File: config.mk
export PLATFORM = sky130hd
export DESIGN_NAME = spi_target_regfile
export DESIGN_NICKNAME = d
export VERILOG_FILES = /design/src/rtl/spi_target_regfile.sv
export SDC_FILE = /design/constraint.sdc
export NUM_CORES = 1
export LEC_CHECK = 0
export CAP_MARGIN = 20
export CORE_ASPECT_RATIO = 0.7
export CORE_MARGIN = 10
export CORE_UTILIZATION = 37
export CTS_BUF_LIST = sky130_fd_sc_hd__clkbuf_2 sky130_fd_sc_hd__clkbuf_4 sky130_fd_sc_hd__clkbuf_8
export DETAILED_ROUTE_END_ITERATION = 8
export GPL_ROUTABILITY_DRIVEN = 0
export PLACE_DENSITY = 0.56
export RECOVER_POWER = 25
export SYNTH_ARGS = -nofsm -noshare
export SYNTH_HDL_FRONTEND = slang
export SYNTH_SLANG_ARGS = --single-unit
File: constraint.sdc
create_clock -name pclk_i -period 5.1 [get_ports pclk_i]
set_clock_uncertainty 0.15 [all_clocks]
set_input_delay 0.51 -clock pclk_i [delete_from_list [all_inputs] [get_ports pclk_i]]
set_output_delay 0.51 -clock pclk_i [all_outputs]
set_load 0.01 [all_outputs]
File: src/rtl/spi_target_regfile.sv
// rtl/spi_target_regfile.sv - SPI target terminating addr/data frames into a local register file
module spi_target_regfile #(
    parameter int NUM_REGS = 8
) (
    input  logic       pclk_i,
    input  logic       prst_i,
    input  logic       sclk_i,
    input  logic       cs_n_i,
    input  logic       mosi_i,
    output logic       miso_o,
    input  logic       lwr_en_i,
    input  logic [6:0] lwr_addr_i,
    input  logic [7:0] lwr_data_i,
    output logic       wr_valid_o,
    output logic       rd_valid_o,
    output logic [6:0] acc_addr_o,
    output logic [7:0] wr_data_o,
    output logic       err_o
);

    localparam int         AW         = $clog2(NUM_REGS);
    localparam logic [7:0] NUM_REGS_W = 8'(NUM_REGS);

    localparam logic [1:0] ST_IDLE = 2'd0;
    localparam logic [1:0] ST_ADDR = 2'd1;
    localparam logic [1:0] ST_DATA = 2'd2;

    logic       sclk_s1, sclk_s2, sclk_h;
    logic       cs_n_s1, cs_n_s2;
    logic       mosi_s1, mosi_s2, mosi_h;
    logic       sclk_fall;

    logic [1:0] state;
    logic [2:0] bit_cnt;
    logic [2:0] bit_nxt;
    logic [6:0] addr_sr;
    logic [6:0] data_sr;
    logic [6:0] reg_addr;
    logic       wr_flag;
    logic [7:0] tx_sr;
    logic [7:0] regs [NUM_REGS];

    logic       lwr_in_range;
    logic       addr_in_range;
    logic       reg_in_range;
    logic [7:0] rd_byte;

    // Chip select needs no history flop: only its synced level is used.
    always_ff @(posedge pclk_i or posedge prst_i) begin
        if (prst_i) begin
            sclk_s1 <= 1'b1;
            sclk_s2 <= 1'b1;
            sclk_h  <= 1'b1;
            cs_n_s1 <= 1'b1;
            cs_n_s2 <= 1'b1;
            mosi_s1 <= 1'b0;
            mosi_s2 <= 1'b0;
            mosi_h  <= 1'b0;
        end else begin
            sclk_s1 <= sclk_i;
            sclk_s2 <= sclk_s1;
            sclk_h  <= sclk_s2;
            cs_n_s1 <= cs_n_i;
            cs_n_s2 <= cs_n_s1;
            mosi_s1 <= mosi_i;
            mosi_s2 <= mosi_s1;
            mosi_h  <= mosi_s2;
        end
    end

    // mosi_h is captured alongside sclk_h, i.e. the data level just before the falling edge.
    assign sclk_fall     = ~sclk_s2 & sclk_h;
    assign bit_nxt       = bit_cnt + 3'd1;
    assign lwr_in_range  = ({1'b0, lwr_addr_i} < NUM_REGS_W);
    assign addr_in_range = ({1'b0, addr_sr} < NUM_REGS_W);
    assign reg_in_range  = ({1'b0, reg_addr} < NUM_REGS_W);

    always_comb begin
        rd_byte = 8'h00;
        if (addr_in_range) begin
            rd_byte = regs[addr_sr[AW-1:0]];
        end
    end

    always_ff @(posedge pclk_i or posedge prst_i) begin
        if (prst_i) begin
            state      <= ST_IDLE;
            bit_cnt    <= 3'd0;
            addr_sr    <= 7'd0;
            data_sr    <= 7'd0;
            reg_addr   <= 7'd0;
            wr_flag    <= 1'b0;
            tx_sr      <= 8'h00;
            miso_o     <= 1'b1;
            wr_valid_o <= 1'b0;
            rd_valid_o <= 1'b0;
            err_o      <= 1'b0;
            acc_addr_o <= 7'd0;
            wr_data_o  <= 8'h00;
            for (int i = 0; i < NUM_REGS; i++) begin
                regs[i] <= 8'h00;
            end
        end else begin
            wr_valid_o <= 1'b0;
            rd_valid_o <= 1'b0;
            err_o      <= 1'b0;

            // Placed before the SPI commit so an SPI write to the same register wins.
            if (lwr_en_i && lwr_in_range) begin
                regs[lwr_addr_i[AW-1:0]] <= lwr_data_i;
            end

            if (cs_n_s2) begin
                state   <= ST_IDLE;
                bit_cnt <= 3'd0;
                miso_o  <= 1'b1;
            end else begin
                case (state)
                    ST_IDLE: begin
                        state <= ST_ADDR;
                        if (sclk_fall) begin
                            addr_sr[0] <= mosi_h;
                            bit_cnt    <= 3'd1;
                        end
                    end
                    ST_ADDR: begin
                        if (sclk_fall) begin
                            bit_cnt <= bit_nxt;
                            if (bit_cnt == 3'd7) begin
                                state    <= ST_DATA;
                                wr_flag  <= mosi_h;
                                reg_addr <= addr_sr;
                                tx_sr    <= rd_byte;
                                miso_o   <= mosi_h ? 1'b1 : rd_byte[0];
                            end else begin
                                addr_sr[bit_cnt] <= mosi_h;
                            end
                        end
                    end
                    ST_DATA: begin
                        if (sclk_fall) begin
                            bit_cnt <= bit_nxt;
                            if (bit_cnt == 3'd7) begin
                                state      <= ST_ADDR;
                                miso_o     <= 1'b1;
                                acc_addr_o <= reg_addr;
                                if (!reg_in_range) begin
                                    err_o <= 1'b1;
                                end else if (wr_flag) begin
                                    regs[reg_addr[AW-1:0]] <= {mosi_h, data_sr};
                                    wr_data_o              <= {mosi_h, data_sr};
                                    wr_valid_o             <= 1'b1;
                                end else begin
                                    rd_valid_o <= 1'b1;
                                end
                            end else begin
                                data_sr[bit_cnt] <= mosi_h;
                                if (!wr_flag) begin
                                    miso_o <= tx_sr[bit_nxt];
                                end
                            end
                        end
                    end
                    default: begin
                        state   <= ST_IDLE;
                        bit_cnt <= 3'd0;
                        miso_o  <= 1'b1;
                    end
                endcase
            end
        end
    end

endmodule
==> out/metrics.yaml <==
status: "finished, final reports clean"
cts_tree: "yes"
yosysWarnings: 0
clock_path_buffers: 2
slew_headroom: 0.274
synth_cells: 492
r2r-end: "regs[6]"
required_ns: 5.28
layout.cells.non_filler: 771
worstPathCellList: "ha_1, ha_1, and3_1, nand4_1, mux2_2"
tns_ns: 0
synth.top_cell.area_share: 0.461
power_leakage_nw: 3.54
ioPinCount: 40
maxSlewViolCount: 0
drc: 0
clock_latency_ns: 0.45
dpl_worst_slack_ns: 1.70
crit_path_end: "regs[6]"
crit_arrival_ns: 3.60
crit_start: "bit_cnt[0]"
power.total_w: 0.00259
n_antenna_cell: 0
vdd_drop_max_mv: 0.134
row_count: 40
ctsResizeCount: 0
start_util: 0.378
fin_ws_ns: 1.68
r2r-start: "bit_cnt[0]"
cp_slowest_cell: "nand4_1"
drtIter0Drc: 323
ys_seq_area_frac: 0.486
cts_hold_buf: 0
grt_pass1_vias: 4288
fill_cells: 1610
power-per-cell-area_mw_per_mm2: 341
fmax_ghz: 0.292
die_x_um: 179
synth_most_common_cell: "mux2_2"
whs_ns: 0.200
first_pass_iters: 4
grt_pass1_wl_um: 25800
r2r_slack_ns: 1.68
routedWlPerCell_um: 21.1
cts_buffers: 17
postRouteAntennaNets: 0
hold_viol: 0
grt_max_degree: 78
synth_top_cell_by_area: "dfrtp_1"
nets: 555
synthTopCellsByArea: "dfrtp_1, mux2_2, mux4_2, dfstp_2, nand2_1"
detailedPlacementHpwl_um: 11000
rsz0062_at_grt: "false"
cts.sinks: 126
synth.avg_cell_area_sq_um: 13.2
synth_edf_count: 0
synth_async_sr_flop_share: 1.00
cts_setup_buffers: 0
finalCritPeriodShare: 0.671
reg2regPathDepth: 5
crit_top_cell: "ha_1"
h-tree-depth: 4
clock-root-buffer: "clkbuf_8"
die_h_um: 131
tightest_slew_ns: 1.09
critPathMaxStageDelay_ns: 0.82
antenna_found_initial: 0
clk_transition_reported_paths_ns: 0.07
grt_usage: 0.147
hold_path_class: "register to register"
io_buffer_count: 39
dieArea_sq_mm: 0.0234
syn_nets: 520
finalSetupViolations: 0
worstSetupPathType: "register to register"
dp_cells: 737
crit_path_start_kind: "register"
cap_violations: 0
yosys.cell_types.count: 53
crit_fanout: 17
gr-total-overflow: 0
endpoint_kind: "register"
via_per_inst: 5.35
drt-total-wl_um: 16300
syn_area_sq_mm: 0.00651
ys.flop_type: "dfrtp_1"
synth_commonest_cells: "mux2_2, dfrtp_1, nand2_1"
vias: 4124
period_needed_ns: 3.42
drive_gt1_frac: 0.422
ys_seq_elements: 126
core_sq_mm: 0.0172
syn_to_final_growth_pct: 16.5
flip-flops by register name, summed over array words and instances (netlist names):
register / count
mosi_h: 1
cs_n_s1: 1
sclk_h: 1
state: 2
err_o: 1
tx_sr: 8
sclk_s2: 1
mosi_s2: 1
reg_addr: 7
rd_valid_o: 1
mosi_s1: 1
regs: 64
miso_o: 1
data_sr: 7
bit_cnt: 3
wr_flag: 1
sclk_s1: 1
wr_data_o: 8
wr_valid_o: 1
cs_n_s2: 1
acc_addr_o: 7
addr_sr: 7
final cells by class:
cell class	instances	area, sq um	area share
clock buffers	21	283	0.0373
clock inverters	11	161	0.0213
inverters	6	23.8	0.00314
multi-input cells	332	3200	0.422
flip-flops and latches	126	3160	0.417
well taps	231	289	0.0381
repair buffers	44	468	0.0617
where the power goes:
group	internal, W	switching, W	total [W]	leakage [nW]
combinational	0.000243	0.000194	0.000437	1.60
clock	0.000574	0.000408	0.000983	0.229
sequential	0.00107	0.000100	0.00117	1.70
cells by family (layout without fill, tap and decap cells):
family | Yosys count | after routing | synth area share
xor gates and xnor gates | 1 | 1 | 0.00135
buffers and inverters | 34 | 82 | 0.0233
AOI/OAI and AO/OA | 23 | 23 | 0.0223
muxes | 184 | 184 | 0.344
and+or+nand+nor | 117 | 117 | 0.110
adders and majority gates | 7 | 7 | 0.0135
DFF | 126 | 126 | 0.486
metrics by stage:
| stage | util | area [sq um] |
|---|---|---|
| final | 0.440 | 7580 |
| after global routing | 0.440 | 7580 |
| after CTS | 0.437 | 7530 |
| after detailed placement | 0.411 | 7080 |
| after global placement | 0.411 | 7080 |
| after floorplan | - | 6510 |
metal layers:
layer,track usage,part of all wire,vias to the layer above
met5,0,0,-
met4,0.0427,0.0073,0
met3,0.0447,0.057,9
met2,0.196,0.42,90
met1,0.221,0.52,2140
li1,-,-,1885
cell usage in the layout (no fill, tap or decap), types with 4 or more instances in the layout:
| master | count |
|---|---|
| nand2_1 | 38 |
| nor2_1 | 15 |
| nand3_1 | 11 |
| nand4b_1 | 6 |
| clkdlybuf4s50_1 | 35 |
| clkbuf_8 | 20 |
| bufinv_16 | 4 |
| nand4_1 | 5 |
| o21ai_0 | 9 |
| nor2b_1 | 5 |
| inv_1 | 5 |
| mux2_2 | 151 |
| mux2_4 | 4 |
| dlygate4sd3_1 | 4 |
| nand4_2 | 4 |
| dfrtp_1 | 120 |
| ha_1 | 7 |
| clkinv_2 | 5 |
| dfstp_2 | 5 |
| mux4_2 | 15 |
| mux2i_1 | 14 |
worst min path at each step:
| stage | end | slack, ns | depth (start not counted) | startpoint |
|---|---|---|---|---|
| 6_report | mosi_h | 0.20 | 0 | mosi_s2 |
| 5_1_grt | mosi_h | 0.21 | 0 | mosi_s2 |
| 4_1_cts | mosi_h | 0.20 | 0 | mosi_s2 |
| 3_5_place_dp | mosi_h | 0.19 | 0 | mosi_s2 |
| 3_3_place_gp | mosi_s2 | 0.18 | 0 | mosi_s1 |
| 2_1_floorplan | mosi_h | 0.18 | 0 | mosi_s2 |
critical path: cells and delay by family, from the launching register on:
family / cells / cell delay, ns
muxes: 1 / 0.54
adders and majority gates: 2 / 0.52
and+or+nand+nor: 2 / 1.44
DFF: 1 / 0.64
Power figures use the tool's default switching activity.
